## config.mk

```make
export PLATFORM = sky130hd
export DESIGN_NAME = seven_seg_scanner
export DESIGN_NICKNAME = d
export VERILOG_FILES = /design/src/rtl/seven_seg_pkg.sv /design/src/rtl/bcd_to_7seg.sv /design/src/rtl/seven_seg_scanner.sv
export SDC_FILE = /design/constraint.sdc
export NUM_CORES = 1
export LEC_CHECK = 0
export BUFFER_PORTS_ARGS = -buffer_cell sky130_fd_sc_hd__buf_4
export CAP_MARGIN = 20
export CELL_PAD_IN_SITES_DETAIL_PLACEMENT = 1
export CELL_PAD_IN_SITES_GLOBAL_PLACEMENT = 2
export CORE_ASPECT_RATIO = 0.5
export CORE_UTILIZATION = 33
export CTS_BUF_LIST = sky130_fd_sc_hd__clkbuf_4 sky130_fd_sc_hd__clkbuf_8 sky130_fd_sc_hd__clkbuf_16
export DETAILED_ROUTE_END_ITERATION = 10
export HOLD_SLACK_MARGIN = 0.1
export PLACE_DENSITY = 0.91
export SYNTH_ARGS = -nofsm -noshare
export SYNTH_HDL_FRONTEND = slang
export SYNTH_SLANG_ARGS = --single-unit
```

## constraint.sdc

```tcl
create_clock -name clk_i -period 3.5 [get_ports clk_i]
set_input_delay 0.175 -clock clk_i [delete_from_list [all_inputs] [get_ports clk_i]]
set_output_delay 0.175 -clock clk_i [all_outputs]
set_load 0.005 [all_outputs]
```

## src/rtl/seven_seg_pkg.sv

```systemverilog
// Shared types and segment patterns for the seven-segment scanner.
// Patterns are active-low, bit order {g,f,e,d,c,b,a}.
package seven_seg_pkg;

    typedef logic [6:0] seg_t;

    localparam seg_t SEG_OFF  = 7'h7F;
    localparam seg_t SEG_DASH = 7'h3F;

    localparam seg_t SEG_0 = 7'h40;
    localparam seg_t SEG_1 = 7'h79;
    localparam seg_t SEG_2 = 7'h24;
    localparam seg_t SEG_3 = 7'h30;
    localparam seg_t SEG_4 = 7'h19;
    localparam seg_t SEG_5 = 7'h12;
    localparam seg_t SEG_6 = 7'h02;
    localparam seg_t SEG_7 = 7'h78;
    localparam seg_t SEG_8 = 7'h00;
    localparam seg_t SEG_9 = 7'h10;

endpackage

```

## src/rtl/bcd_to_7seg.sv

```systemverilog
// Combinational BCD to active-low seven-segment decoder.
// Ports: bcd (4-bit digit in), seg (pattern out, dash for 10..15).
module bcd_to_7seg
    import seven_seg_pkg::*;
(
    input  logic [3:0] bcd,
    output seg_t       seg
);

    always_comb begin
        seg = SEG_DASH;
        unique case (bcd)
            4'd0:    seg = SEG_0;
            4'd1:    seg = SEG_1;
            4'd2:    seg = SEG_2;
            4'd3:    seg = SEG_3;
            4'd4:    seg = SEG_4;
            4'd5:    seg = SEG_5;
            4'd6:    seg = SEG_6;
            4'd7:    seg = SEG_7;
            4'd8:    seg = SEG_8;
            4'd9:    seg = SEG_9;
            default: seg = SEG_DASH;
        endcase
    end

endmodule

```

## src/rtl/seven_seg_scanner.sv

```systemverilog
// Time-multiplexed seven-segment driver with per-frame snapshot,
// leading-zero blanking and anode dead time between slots.
// Ports: clk_i, rst_i (sync, active-high), enable_i, blank_lz_i,
//        digits_i (packed BCD), dp_i, an_o / seg_o / dp_o (active-low).
module seven_seg_scanner
    import seven_seg_pkg::*;
#(
    parameter int N_DIGITS    = 8,
    parameter int REFRESH_DIV = 100000,
    parameter int DEAD_CYC    = 4
) (
    input  logic                  clk_i,
    input  logic                  rst_i,
    input  logic                  enable_i,
    input  logic                  blank_lz_i,
    input  logic [4*N_DIGITS-1:0] digits_i,
    input  logic [N_DIGITS-1:0]   dp_i,
    output logic [N_DIGITS-1:0]   an_o,
    output logic [6:0]            seg_o,
    output logic                  dp_o
);

    localparam int PW = $clog2(REFRESH_DIV);
    localparam int IW = $clog2(N_DIGITS);

    logic [PW-1:0]         presc_q;
    logic [IW-1:0]         idx_q;
    logic [4*N_DIGITS-1:0] snap_dig_q;
    logic [N_DIGITS-1:0]   snap_dp_q;

    logic presc_last;
    logic idx_last;
    logic load;

    assign presc_last = (presc_q == PW'(REFRESH_DIV - 1));
    assign idx_last   = (idx_q == IW'(N_DIGITS - 1));
    assign load = enable_i && (presc_q == '0) && (idx_q == '0);

    always_ff @(posedge clk_i) begin
        if (rst_i) begin
            presc_q    <= '0;
            idx_q      <= '0;
            snap_dig_q <= '0;
            snap_dp_q  <= '0;
        end else if (enable_i) begin
            if (load) begin
                snap_dig_q <= digits_i;
                snap_dp_q  <= dp_i;
            end
            if (presc_last) begin
                presc_q <= '0;
                idx_q   <= idx_last ? '0 : idx_q + 1'b1;
            end else begin
                presc_q <= presc_q + 1'b1;
            end
        end
    end

    logic [3:0]          cur_dig;
    logic                cur_dp;
    logic                zero_run;
    logic                blank;
    logic [N_DIGITS-1:0] an_lit;
    seg_t                cur_seg;

    // Walk from the top digit down; zero_run stays set while every
    // digit at or above k is zero, which is exactly the blank test.
    always_comb begin
        cur_dig  = '0;
        cur_dp   = 1'b0;
        zero_run = 1'b1;
        blank    = 1'b0;
        an_lit   = '1;
        for (int k = N_DIGITS - 1; k >= 0; k--) begin
            zero_run = zero_run && (snap_dig_q[4*k +: 4] == 4'd0);
            if (idx_q == IW'(k)) begin
                cur_dig   = snap_dig_q[4*k +: 4];
                cur_dp    = snap_dp_q[k];
                an_lit[k] = 1'b0;
                if (k != 0) begin
                    blank = blank_lz_i && zero_run;
                end
            end
        end
    end

    bcd_to_7seg u_dec (
        .bcd (cur_dig),
        .seg (cur_seg)
    );

    logic [N_DIGITS-1:0] an_d;
    seg_t                seg_d;
    logic                dp_d;
    logic                lit;

    assign lit = enable_i && !blank &&
                 (presc_q >= PW'(DEAD_CYC));

    always_comb begin
        an_d  = '1;
        seg_d = SEG_OFF;
        dp_d  = 1'b1;
        if (lit) begin
            an_d  = an_lit;
            seg_d = cur_seg;
            dp_d  = ~cur_dp;
        end
    end

    always_ff @(posedge clk_i) begin
        if (rst_i) begin
            an_o  <= '1;
            seg_o <= SEG_OFF;
            dp_o  <= 1'b1;
        end else begin
            an_o  <= an_d;
            seg_o <= seg_d;
            dp_o  <= dp_d;
        end
    end

endmodule

```

==> After elaboration in Yosys (flattened, before gate mapping) <==
Memories as Yosys holds them, arrays and structs flattened. A register that Yosys moved wholly into a read port is not among the register bits.
Index checks and enable logic that the tools add are counted.
{ "word_totals": {"rom_bits": 112, "elab_cells": 83, "register_bits": 69, "memories": 1} }
{ "op_classes": {"mux": 33, "bitwise_logic": 2, "n_addsub": 2, "n_reduce_logical": 30, "order_cmp": 1, "eq_ne": 8} }
{ "mem_list": {"columns": ["memory", "words", "width", "read_ports", "rd_ports_with_merged_regs", "wr", "line", "text"], "rows": [
  ["(no name shown)", 16, 7, 1, 1, 0, "bcd_to_7seg.sv:12", "unique case (bcd)"]
]} }
{ "ops": {"columns": ["op", "n"], "rows": [
  ["4-bit two-way mux", 8],
  ["4-bit zero test", 7],
  ["1-bit two-way mux", 23],
  ["17-bit by 1-bit adder with 17-bit output (second input constant)", 1],
  ["17-bit equality test (second input constant)", 1],
  ["17-bit by 3-bit greater-or-equal comparator with 1-bit output (second input constant)", 1],
  ["1-bit logical AND", 17],
  ["17-bit zero test", 1],
  ["17-bit two-way mux", 1],
  ["3-bit equality test (second input constant)", 4],
  ["3-bit by 2-bit equality test with 1-bit output (second input constant)", 2],
  ["2-bit AND reduction", 2],
  ["3-bit by 1-bit adder with 3-bit output (second input constant)", 1],
  ["3-bit by 1-bit equality test with 1-bit output (second input constant)", 1],
  ["3-bit zero test", 1],
  ["3-bit two-way mux", 1],
  ["1-bit inverter", 2],
  ["2-bit OR reduction", 1],
  ["1-bit zero test", 1]
]} }

==> Longest topological paths before layout <==
{ "depth": {"depth_word": 14, "mapped_depth": 14} }

==> Modules after synthesis <==
Synthesis repeated with hierarchy kept, for this count alone.
{ "hier_totals": {"cells_unflattened": 460, "hier_area_um2": 3676.0} }
{ "modules_own_cells": {"columns": ["mod", "instances", "area_per_inst_um2", "cells_each"], "rows": [
  ["seven_seg_scanner", 1, 3452.1, 429],
  ["bcd_to_7seg", 1, 224.0, 31]
]} }

==> Worst setup path before layout <==
Ideal clock, no wire load.
{ "synth_path": {"kind": "reg-to-reg", "from": "register idx_q[2]", "to": "register seg_o[3]", "arrival_time_ps": 2529, "slack_ps": 844, "synth_period_minus_slack_ps": 2656, "stages_incl_launch_ff": 13, "path_buffers": 4, "t_required_ps": 3373, "cell_sequence": "dfxtp_1 buf_2 inv_2 buf_4 ha_1 buf_2 a221oi_1 o211ai_1 a31o_1 buf_2 ha_1 o21ai_1 or3b_1"} }
{ "synth_between": {"elab_chain_len": 13, "elab_cells_between_ends": 28, "cone_classes": "eq/ne (7); mux (15); bitwise (1); reduce/logical (5)"} }
{ "synth_lines": {"columns": ["item", "line", "text"], "rows": [
  ["start, declared", "seven_seg_scanner.sv:27", "logic [IW-1:0] idx_q;"],
  ["start signal, assigned", "seven_seg_scanner.sv:52", "idx_q <= idx_last ? '0 : idx_q + 1'b1;"],
  ["3-bit equality test", "seven_seg_scanner.sv:76", "if (idx_q == IW'(k)) begin"],
  ["1-bit two-way mux (7 in series)", "seven_seg_scanner.sv:76", null],
  ["1-bit zero test", "seven_seg_scanner.sv:97", "assign lit = enable_i && !blank &&"],
  ["1-bit logical AND (2 in series)", "seven_seg_scanner.sv:97", null],
  ["1-bit inverter (no line)", null, null],
  ["2-bit OR reduction (no line)", null, null],
  ["end, declared", "seven_seg_scanner.sv:19", "output logic [6:0] seg_o,"]
]} }
Several ways; a longest one is shown, not always the timed one.
A chain may end at the register's enable or synchronous reset.

==> Worst setup path after layout <==
{ "layout_path": {"from": "register idx_q[1]", "to": "register seg_o[3]"} }
The elaborated chain is that of the path after synthesis.

==> impl_metrics.yaml <==
synthesis:
  yosysSeqAreaShare_pct: 42.5
  synth_nets: 499
  synth-seq-cells: 76
  synth_fa_ha_area_share_pct: 3.15
  synth_simple_gate_area_share_pct: 25.2
  synth_cell_types: 60
  synth_warnings: 0
  synth_xor_area_share_pct: 3.92
  async_flop_share_pct: 0
  synth_mux_area_share_pct: 1.89
  synth_compound_area_share_pct: 17.6
  synth.avg_cell_area_um2: 8.02
  synth_top_family_by_area: "simple AND/OR/NAND/NOR gates"
  syn_area_um2: 3580
  synth_edf_count: 0
  synthFlopType: "dfxtp_1"
  synthCells: 446
floorplan:
  die_h_um: 75.6
  start_util_pct: 34.5
  ios: 60
  die_w_um: 149
  core.rowCount: 26
  core_um2: 10400
  die-area_um2: 11300
routing:
  m1WireLength_um: 4820
  drc: 0
  wl_um: 10100
  drt_iter0_markers: 203
  top_layer: "met4"
  via_per_inst: 5.07
  wire_per_inst_um: 15.1
  vias: 3393
  ant_nets: 0
  detail_route.first_pass.iterations: 4
  met2_wirelength_um: 4780
  wl_met3_um: 401
min_path:
  hold_end: "snap_dig_q[0]$_SDFFE_PP0P_"
  hp-class: "in -> reg"
  min-delay-start: "digits_i[0]"
  min_path_cells: 3
layout:
  nNetsFinal: 577
  fillers: 1265
  stdcell_count: 669
  multi_input_area_um2: 1860
  antennaDiodeCount: 0
  areaGrowthSynthToFinish_pct: 32.1
  drive_gt1_share_pct: 17.2
  utilization_pct: 45.6
  seqCellArea_um2: 1520
clock_network:
  clk_latency_ns: 0.34
  numCtsBuffers: 9
  cts.clk_slew.worst_paths_ns: 0.06
  cts_htree_levels: 3
  postCtsHoldBufs: 35
  cts_tree: "built"
  clock_sinks: 76
  cts-resized-gates: 0
  cts.path.max_buffers: 2
  root_buffer: "clkbuf_16"
  cts_setup_buffers: 0
worst_setup_path:
  cp_common_cell: "ha_1"
  worstPathCellList: "inv_1, ha_1, o21bai_1, a32o_1, a31o_1, ha_1, o21ai_1, or3b_1"
  r2r_cells: 8
  crit_required_ns: 3.72
  max_stage_delay_ns: 0.67
  crit_start: "idx_q[1]$_SDFFE_PP0P_"
  r2r_end: "seg_o[3]$_SDFF_PP1_"
  criticalPathCategory: "reg -> reg"
  critPathLaunchType: "flop"
  worstPathMaxFanout: 23
  cp_slowest_cell: "ha_1"
  regToRegSetupSlack_ns: 0.54
  worstPathArrival_ns: 3.18
  end_kind: "flop"
  r2r-start: "idx_q[1]$_SDFFE_PP0P_"
timing:
  skew_ns: 0.00688
  period_needed_ns: 2.96
  finalHoldViolations: 0
  fmax_mhz: 338
  timing.final.crit_share_pct: 84.5
  worst_slew_pin_slew_ns: 0.789
  final.setup.tns_ns: 0
  rsz0062_at_grt: "no"
  finalSetupViolCount: 0
  finalWorstSetupSlack_ns: 0.542
  slew_violations: 0
  max_slew_margin_pct: 47.4
global_routing:
  overflow: 0
  grt_pass1_vias: 3397
  grt_pass1_wl_um: 16500
  grt_max_degree: 46
  antenna_found_initial: 0
  track_usage_pct: 19.2
pwr:
  p_total_w: 0.00211
  ir_worst_vdd_mv: 0.251
  p_per_area_nw_per_um2: 446
  p_leak_nw: 1.87
flow_run:
  cap_viol_max_count: 0
placed_design:
  dp_cells: 618
  io_buffers: 59
  dp_slack_ns: 0.600
  gp_congestion: 0.871
  dpl.hpwl_um: 6690
run_status:
  status: "finished, final reports clean"
-- sequential cells by signal, indices dropped and copies added, names as in the netlist --
| signal | cells |
|---|---|
| snap_dig_q | 32 |
| presc_q | 17 |
| an_o | 8 |
| snap_dp_q | 8 |
| seg_o | 7 |
| idx_q | 3 |
| dp_o | 1 |
-- final cells by class --
type	count	share of cell area (%)
clock buffer	12	5.51
clock inverter	4	1.01
inverter	11	0.873
multi-input combinational	328	39.3
sequential	76	32.2
tap	140	3.71
timing repair buffer	98	17.4
-- metal layers --
| metal | global-route usage, % | vias to the layer above |
|---|---|---|
| met4 | 5.10 | 0 |
| met5 | 0 | - |
| li1 | - | 1688 |
| met2 | 32.6 | 54 |
| met1 | 24.5 | 1643 |
| met3 | 5.15 | 8 |
-- through the flow --
step | hold slack [ns] | area, um2
3_5_place_dp | 0.435 | 4070
5_1_grt | 0.106 | 4730
3_3_place_gp | 0.429 | 4070
4_1_cts | 0.102 | 4730
6_report | 0.110 | 4730
2_1_floorplan | 0.311 | 3580
-- critical path: cells and delay by family (launching register included) --
kind,cells,cell delay [ns]
AOI/OAI and AO/OA,4,1.01
and+or+nand+nor,1,0.35
buffers and inverters,1,0.09
adders and majority gates,2,1.04
DFF,1,0.34
-- power by group --
part           internal [W]  leakage, nW  total (W)  switching, W
clock              0.000596        0.152   0.000945      0.000349
combinational      0.000109         1.10   0.000228      0.000119
sequential         0.000904        0.619   0.000938     0.0000339
total               0.00161         1.87    0.00211      0.000502
-- Yosys cell counts, types with 2 or more instances --
cell | number | area [um2]
mux2i_1 | 3 | 30.0
nor3_1 | 8 | 40.0
nand2b_1 | 3 | 18.8
o31ai_1 | 4 | 30.0
o211ai_1 | 4 | 30.0
a31oi_1 | 2 | 12.5
xor2_1 | 10 | 87.6
inv_2 | 3 | 11.3
nand2_1 | 105 | 394
nor2b_1 | 7 | 43.8
xnor2_1 | 6 | 52.6
buf_6 | 3 | 33.8
buf_2 | 13 | 65.1
inv_1 | 8 | 30.0
ha_1 | 9 | 113
buf_4 | 2 | 15.0
and2_1 | 3 | 18.8
o21ai_0 | 9 | 45.0
and3_1 | 4 | 25.0
a21oi_1 | 55 | 275
clkbuf_1 | 12 | 45.0
nand4_1 | 7 | 43.8
nor2_1 | 24 | 90.1
nor4_1 | 10 | 62.6
nand3b_1 | 4 | 30.0
nand3_1 | 12 | 60.1
o21ai_1 | 5 | 25.0
mux2_1 | 2 | 22.5
a211oi_1 | 3 | 22.5
dfxtp_1 | 76 | 1520
-- kinds of logic (layout without fill, tap and decap cells) --
family | after synthesis | after routing
AND/OR/NAND/NOR | 196 | 196
AO/OA/AOI/OAI | 101 | 101
flip-flops | 76 | 76
buffers and inverters | 42 | 125
XOR/XNOR | 16 | 16
adder cells (fa/ha/maj) | 9 | 9
multiplexers | 6 | 6
-- cell usage in the layout, fill, tap and decap left out, types with 8 or more instances in the layout --
cell type	instances
inv_1	8
clkbuf_16	9
buf_4	63
nor2_1	24
a21oi_1	55
dfxtp_1	76
xor2_1	10
nand2_1	105
dlygate4sd3_1	35
ha_1	9
nand3_1	12
o21ai_0	9
nor4_1	10
-- how the worst max path moves through the flow --
stage                                endpoint  slack (ns)
after global routing      seg_o[3]$_SDFF_PP1_        0.34
final                     seg_o[3]$_SDFF_PP1_        0.54
after detailed placement  seg_o[3]$_SDFF_PP1_        0.60
after global placement    seg_o[3]$_SDFF_PP1_        0.72
after floorplan           seg_o[3]$_SDFF_PP1_        0.84
after CTS                 seg_o[3]$_SDFF_PP1_        0.57
Note: power is estimated with default switching activity, not from simulation.
